===== src/rtl/stripe_arbiter.sv =====
// Two-requester round-robin packet arbiter feeding a two-lane striping datapath.
// Odd-length packets are followed by one PAD byte so every packet starts on lane 0.
module stripe_arbiter #(
   parameter logic [7:0]  PAD_BYTE = 8'hBC,
   parameter int unsigned IDLE_GAP = 0
) (
   input  logic       clk_2f,
   input  logic       reset,
   input  logic       valid_a,
   input  logic [7:0] data_a,
   input  logic       last_a,
   output logic       ready_a,
   input  logic       valid_b,
   input  logic [7:0] data_b,
   input  logic       last_b,
   output logic       ready_b,
   output logic       valid_out,
   output logic [7:0] data_out,
   output logic       lane_out,
   output logic       owner,
   output logic       busy
);

   typedef enum logic [2:0] {IDLE, SEND_A, SEND_B, PAD, GAP} state_t;

   localparam state_t     AFTER_PKT = (IDLE_GAP != 0) ? GAP : IDLE;
   localparam logic [2:0] GAP_LAST  = 3'(IDLE_GAP - 1);

   state_t     state;
   logic       par;
   logic       rr_last;
   logic [2:0] gap_cnt;

   logic       src_valid;
   logic       src_last;
   logic [7:0] src_data;

   assign src_valid = (state == SEND_B) ? valid_b : valid_a;
   assign src_last  = (state == SEND_B) ? last_b  : last_a;
   assign src_data  = (state == SEND_B) ? data_b  : data_a;

   // Ready is masked during reset so a source never sees a handshake on an aborted packet.
   assign ready_a = (state == SEND_A) && !reset;
   assign ready_b = (state == SEND_B) && !reset;
   assign busy    = (state != IDLE);

   always_ff @(posedge clk_2f) begin
      if (reset) begin
         state     <= IDLE;
         par       <= 1'b0;
         rr_last   <= 1'b1;
         gap_cnt   <= 3'd0;
         valid_out <= 1'b0;
         data_out  <= 8'h00;
         lane_out  <= 1'b0;
         owner     <= 1'b0;
      end else begin
         case (state)
            IDLE: begin
               valid_out <= 1'b0;
               // rr_last == 1 means B was served last, so A wins a tie.
               if (valid_a && (!valid_b || rr_last)) begin
                  state <= SEND_A;
                  owner <= 1'b0;
               end else if (valid_b) begin
                  state <= SEND_B;
                  owner <= 1'b1;
               end
            end
            SEND_A, SEND_B: begin
               if (src_valid) begin
                  valid_out <= 1'b1;
                  data_out  <= src_data;
                  lane_out  <= par;
                  par       <= ~par;
                  if (src_last) begin
                     rr_last <= (state == SEND_B);
                     gap_cnt <= 3'd0;
                     state   <= !par ? PAD : AFTER_PKT;
                  end
               end else begin
                  valid_out <= 1'b0;
               end
            end
            PAD: begin
               valid_out <= 1'b1;
               data_out  <= PAD_BYTE;
               lane_out  <= 1'b1;
               par       <= 1'b0;
               gap_cnt   <= 3'd0;
               state     <= AFTER_PKT;
            end
            GAP: begin
               valid_out <= 1'b0;
               if (gap_cnt == GAP_LAST) begin
                  state <= IDLE;
               end else begin
                  gap_cnt <= gap_cnt + 3'd1;
               end
            end
            default: begin
               valid_out <= 1'b0;
               state     <= IDLE;
            end
         endcase
      end
   end

endmodule


===== config.mk =====
export PLATFORM = sky130hd
export DESIGN_NAME = stripe_arbiter
export DESIGN_NICKNAME = d
export VERILOG_FILES = /design/src/rtl/stripe_arbiter.sv
export SDC_FILE = /design/constraint.sdc
export NUM_CORES = 1
export LEC_CHECK = 0
export CAP_MARGIN = 20
export CORE_MARGIN = 1.5
export CORE_UTILIZATION = 38
export CTS_CLUSTER_DIAMETER = 50
export DETAILED_ROUTE_END_ITERATION = 6
export PLACE_DENSITY = 0.74
export SLEW_MARGIN = 30
export SYNTH_ARGS = -nofsm -noshare
export SYNTH_HDL_FRONTEND = slang
export SYNTH_SLANG_ARGS = --single-unit

===== constraint.sdc =====
create_clock -name clk_2f -period 2 [get_ports clk_2f]
set_clock_uncertainty 0.2 [all_clocks]
set_input_delay 0.4 -clock clk_2f [delete_from_list [all_inputs] [get_ports clk_2f]]
set_output_delay 0.4 -clock clk_2f [all_outputs]
set_load 0.01 [all_outputs]

Yosys cells after proc, flatten, opt, wreduce, memory -nomap -nowiden
Cells that the tools add are included.
{ "totals": {"regBits": 19, "latch_bits": 0, "ram_bits": 0, "mem_bits_ro": 0, "in_bits": 22, "out_inout_bits": 14, "word_cells": 61, "memories": 0} }
{ "op_classes": {"n_addsub": 1, "n_mul": 0, "div_mod_pow": 0, "n_lt_le_gt_ge": 0, "n_eq_ne": 10, "shifts": 0, "muxes": 24, "bitwise": 1, "reduce_logical": 17} }
{ "ops": {"columns": ["operator", "n"], "rows": [
  ["3-bit 2-to-1 mux", 8],
  ["3-bit case mux with 3 select lines", 2],
  ["8-bit 2-to-1 mux", 2],
  ["8-bit case mux with 2 select lines", 1],
  ["2-bit != test (second input constant)", 4],
  ["4-bit AND reduction", 2],
  ["1-bit 2-to-1 mux", 7],
  ["3-bit by 2-bit == test with 1-bit output (second input constant)", 2],
  ["3-bit == test (second input constant)", 2],
  ["1-bit case mux with 2 select lines", 3],
  ["3-bit nonzero test", 2],
  ["2-bit AND reduction", 2],
  ["2-bit nonzero test", 2],
  ["3-bit by 1-bit adder with 3-bit output (second input constant)", 1],
  ["3-bit by 1-bit == test with 1-bit output (second input constant)", 1],
  ["1-bit logical AND", 3],
  ["3-bit logical NOT", 1],
  ["3-bit != test (second input constant)", 1],
  ["3-bit AND reduction", 1],
  ["1-bit logical NOT", 2],
  ["2-bit 2-to-1 mux", 1],
  ["2-bit OR reduction", 1],
  ["1-bit logical OR", 1],
  ["1-bit inverter", 1]
]} }

Logic depth before layout (Yosys ltp)
{ "logic_depth": {"word_depth": 5, "ltp_mapped": 8, "depth_no_buf": 6} }

Worst setup path after synthesis
OpenSTA, ideal clock, no wires.
{ "synth_timing": {"path_type": "flip-flop to flip-flop", "from": "register state[0]", "to": "register data_out[2]", "setup_time_ns": 0.079, "t_arrival_ns": 1.566, "t_required_ns": 1.721, "path_slack_ns": 0.154, "stages_incl_launch_ff": 9, "n_path_buf": 2, "cell_sequence": "dfxtp_1 inv_1 ha_1 buf_6 mux2i_2 a21oi_4 buf_8 nor2_2 a211oi_2"} }
{ "synth_between": {"elab_chain_len": 4, "word_cells_on_any_way": 11, "cone_classes": "eq/ne: 4; mux: 4; reduce/logical: 3"} }
{ "synth_lines": {"columns": ["item", "line_no", "rtl"], "rows": [
  ["start: declaration", "29", "state_t state;"],
  ["start signal: assignment", "79", "state <= !par ? PAD : AFTER_PKT;"],
  ["3-bit by 2-bit == test with 1-bit output or 3-bit by 1-bit == test with 1-bit output (tied branches)", "38, 40, 58", null],
  ["8-bit 2-to-1 mux (tied with other cells)", "40", "assign src_data = (state == SEND_B) ? data_b : data_a;"],
  ["8-bit 2-to-1 mux (tied with other cells)", "71", "if (src_valid) begin"],
  ["8-bit case mux with 2 select lines or 2-bit AND reduction (tied branches)", null, null],
  ["end signal: assignment", "73", "data_out <= src_data;"],
  ["end: declaration", "18", "output logic [7:0] data_out,"]
]} }
Several ways; a longest one is shown, not always the timed one. The select of a mux whose other input is x is not followed.
A chain may end at the register's enable or synchronous reset.

Worst setup path in the final report
{ "layout_timing": {"from": "register state[0]", "to": "output port ready_b"} }
{ "layout_between": {"elab_chain_len": 2} }
{ "layout_lines": {"columns": ["item", "line_no", "rtl"], "rows": [
  ["3-bit by 2-bit == test with 1-bit output", "44", "assign ready_b = (state == SEND_B) && !reset;"],
  ["1-bit logical AND", "44", null],
  ["end: declaration", "16", "output logic ready_b,"]
]} }
No other way between the ends.

==> impl_results.rst <==
.. list-table::
   :header-rows: 1

   * - Metric
     - Value
   * - Cell-by-cell listing of the critical path
     - inv_1 > ha_1 > nor2b_1 > dlygate4sd2_1
   * - Final Hold Viols
     - 0
   * - Layout cells sized above 1
     - 19.05%
   * - Diodes inserted
     - 0
   * - Arrival time of the worst setup path
     - 1.34 ns
   * - Slack of the worst reg-to-reg path
     - 0.11 ns
   * - Setup violation total in the final timing report
     - 0
   * - Share of power burned in the clock network
     - 7.7%
   * - Delay of the slowest cell on the worst path
     - 0.37 ns
   * - Part of the total power dissipated in combinational logic
     - 68.8%
   * - Switching part of the total
     - 39.70%
   * - Crit path capture type
     - primary output
   * - Weighted congestion at the end of routability-driven global placement
     - 0.7783
   * - Clk sinks
     - 15
   * - Final Net Count
     - 175
   * - Placed wire-length estimate after detailed placement
     - 1629 µm
   * - Quantity of I/O buffers inserted on ports
     - 35
   * - Measured slew at the worst slew-check pin
     - 0.2464 ns
   * - Number of antenna violations at the first check in global routing
     - 0
   * - H-tree levels
     - 1
   * - Syn nets
     - 130
   * - Path depth of the worst reg2reg path
     - 8
   * - Clock insertion delay at the later pin of the skew report
     - 0.28 ns
   * - Internal Pwr Total
     - 1.339 mW
   * - Remaining antenna violation count after routing
     - 0
   * - Clk root buf
     - sky130_fd_sc_hd__clkbuf_4
   * - CTS tree
     - built
   * - CTS clock-pin slew for the worst setup and hold paths
     - 0.09 ns
   * - Routed Wire Length
     - 2151 µm
   * - Hold Startpoint
     - data_out[0]
   * - Syn Inst Count
     - 103
   * - Standard-cell rows
     - 17
   * - Vias in the first global route
     - 824
   * - Std-Cell Core Area
     - 2255 µm²
   * - DR vias
     - 890
   * - Crit Path Category
     - reg2out
   * - Total count of max-transition violations in the final report
     - 0
   * - Post-synth design cell area
     - 917.1 µm²
   * - Crit path max fanout
     - 4
   * - PwrDens
     - 1583 nW/µm²
   * - Post-layout power
     - 2.221 mW
   * - Remaining global-route overflow
     - 0
   * - Reg-to-reg critical path startpoint
     - state[0]
   * - Flip-flop cell with the highest count after synthesis
     - sky130_fd_sc_hd__dfxtp_1
   * - Boundary Pins
     - 36
   * - Setup repair after global routing missed its margin
     - yes
   * - Worst rel slew slack
     - 83.25%
   * - Via density per instance
     - 5.086
   * - Number of enable flip-flop cells after synthesis
     - 0
   * - Wire length of the first global-routing pass
     - 3491 µm
   * - Status
     - complete, no violations
   * - Width of the chip
     - 52.13 µm
   * - Sequential power share
     - 23.5%
   * - Number of search-and-repair iterations in the first detailed-routing pass
     - 4
   * - Detailed-route DRC error count
     - 0
   * - Hold endpoint
     - data_out[0]
   * - Cell Count, Final, Fillers Out
     - 175
   * - WL/cell
     - 12.29 µm
   * - Share of flip-flops with an asynchronous set or reset after synthesis
     - 0%
   * - Starting density of the core
     - 40.68%
   * - Crit path time final
     - 1.939 ns
   * - Reg2Reg Capture Point
     - data_out[1]
   * - Clock Path Buffers
     - 2
   * - Area enclosed by the die boundary
     - 2717 µm²
   * - Tot GR Track Use
     - 16.89%
   * - Number of instances on the worst hold path
     - 2
   * - Portion of the post-synthesis area used by sequential elements
     - 32.74%
   * - Per-instance average area after synthesis
     - 8.904 µm²
   * - TritonCTS buffer count
     - 3
   * - Leakage power
     - 0.5646 nW
   * - Max stage delay cell, worst path
     - sky130_fd_sc_hd__dfxtp_4
   * - Number of distinct standard cells referenced by the synthesized netlist
     - 31
   * - Path category of the worst min-delay check
     - reg2reg
   * - Worst IR drop on VDD
     - 0.9788 mV
   * - Top library cells by usage in the layout, fill and taps aside
     - sky130_fd_sc_hd__clkdlybuf4s50_1, sky130_fd_sc_hd__nor2_1, sky130_fd_sc_hd__dfxtp_1
   * - Post-synthesis register bit count
     - 15
   * - Die Y-Extent
     - 52.13 µm
   * - Critical path launch point type
     - register
   * - Synthesis Warnings
     - 0
   * - Number of DRC markers in iteration 0
     - 11
   * - Maximum clock rate
     - 0.5157 GHz
   * - Number of placed instances with taps included
     - 169
   * - Area delta synth->final
     - 52.93%
   * - Most common library cell in the layout ignoring fill and taps
     - sky130_fd_sc_hd__clkdlybuf4s50_1
   * - Max capacitance violation total
     - 0
   * - Pin count of the biggest net entering global routing
     - 17
   * - Period utilization
     - 96.96%
   * - Worst endpoint required time
     - 1.40 ns
   * - Switching power of the nets
     - 0.8815 mW
## synthesized netlist by cell type, types with 2 or more instances
master / instances / area [µm²]
sky130_fd_sc_hd__and2_1: 2 / 12.51
sky130_fd_sc_hd__o21ai_0: 3 / 15.01
sky130_fd_sc_hd__a211oi_2: 4 / 50.05
sky130_fd_sc_hd__nor2b_1: 5 / 31.28
sky130_fd_sc_hd__nand2_1: 4 / 15.01
sky130_fd_sc_hd__buf_2: 2 / 10.01
sky130_fd_sc_hd__a211oi_1: 7 / 52.55
sky130_fd_sc_hd__dfxtp_1: 15 / 300.3
sky130_fd_sc_hd__a21oi_1: 4 / 20.02
sky130_fd_sc_hd__nand2b_1: 3 / 18.77
sky130_fd_sc_hd__inv_1: 3 / 11.26
sky130_fd_sc_hd__mux2i_1: 7 / 70.07
sky130_fd_sc_hd__nor2_2: 4 / 25.02
sky130_fd_sc_hd__clkbuf_1: 3 / 11.26
sky130_fd_sc_hd__and2b_1: 4 / 30.03
sky130_fd_sc_hd__ha_1: 5 / 62.56
sky130_fd_sc_hd__nor2_1: 14 / 52.55
## layout make-up
cell class                      instances  area (µm²)
Fill cell                             215       852.1
Multi-Input combinational cell         78       558.0
Timing Repair Buffer                   47       466.7
Sequential cell                        15       305.3
Tap cell                               28       35.03
Clock buffer                            4       26.28
Inverter                                3       11.26
## routing by layer
metal | track usage, % | part of all wire (%) | routed length, µm | vias to the layer above
met1 | 20.67 | 44 | 954 | 415
met5 | 0 | 0 | 0 | -
met2 | 30.59 | 51 | 1105 | 25
met3 | 3.448 | 3.4 | 74 | 2
met4 | 2.632 | 0.79 | 17 | 0
li1 | - | - | - | 448
## kinds of logic (layout without fill, tap and decap cells)
family / Yosys count / in the layout / share of synthesized area, %
AOI/OAI and AO/OA: 25 / 25 / 21.69
adders and majority gates: 5 / 5 / 6.821
muxes: 8 / 8 / 9.140
buffers and inverters: 10 / 54 / 6.411
and+or+nand+nor: 40 / 40 / 23.19
DFF: 15 / 15 / 32.74
## worst max path at each step
stage / start / end / slack (ns) / cells past startpoint
floorplan: state[0] / data_out[2] / 0.15 / 8
global placement: reset / ready_a / -0.16 / 3
detailed placement: reset / ready_a / -0.16 / 3
CTS: state[0] / ready_b / 0.03 / 4
global route: state[0] / data_out[3] / -0.003 / 7
finish: state[0] / ready_b / 0.06 / 4
## what timing repair did
action                     in CTS  in global routing
pin swaps                       0                  1
setup buffers                   0                  1
setup endpoints to repair       4                  6
gates cloned                    0                  1
hold buffers                    0                  0
resized for setup               6                  0
## registers in the layout (all words and copies together) (netlist names)
register	cells
data_out	8
owner	1
lane_out	1
rr_last	1
par	1
valid_out	1
state	2
## worst max-delay path: cells and delay by family (launching register included)
| kind | cells | cell delay, ns |
|---|---|---|
| simple gates | 1 | 0.13 |
| buf+inv | 2 | 0.33 |
| flops | 1 | 0.37 |
| fa+ha+maj | 1 | 0.22 |
## power groups by stage
stage | registers (mW) | clock network [mW] | logic (mW)
floorplan | 0.550 | 0 | 0.921
global placement | 0.513 | 0 | 1.40
detailed placement | 0.523 | 0 | 1.42
CTS | 0.524 | 0.179 | 1.41
global route | 0.536 | 0.190 | 1.69
finish | 0.521 | 0.171 | 1.53
## per-stage QoR
step | hold WS [ns] | worst slack, ns | util [%] | instance area [µm²] | setup TNS [ns]
final | 0.3017 | 0.06071 | 62.21 | 1403 | 0
after global routing | 0.3258 | -0.002515 | 62.21 | 1403 | -0.003529
after CTS | 0.3079 | 0.03351 | 60.77 | 1370 | 0
after detailed placement | 0.2782 | -0.1582 | 59.55 | 1343 | -0.2993
after global placement | 0.2794 | -0.1624 | 59.55 | 1343 | -0.2872
after floorplan | 0.2747 | 0.1543 | - | 917.1 | 0
No activity file was read; power rests on OpenSTA's default activity.
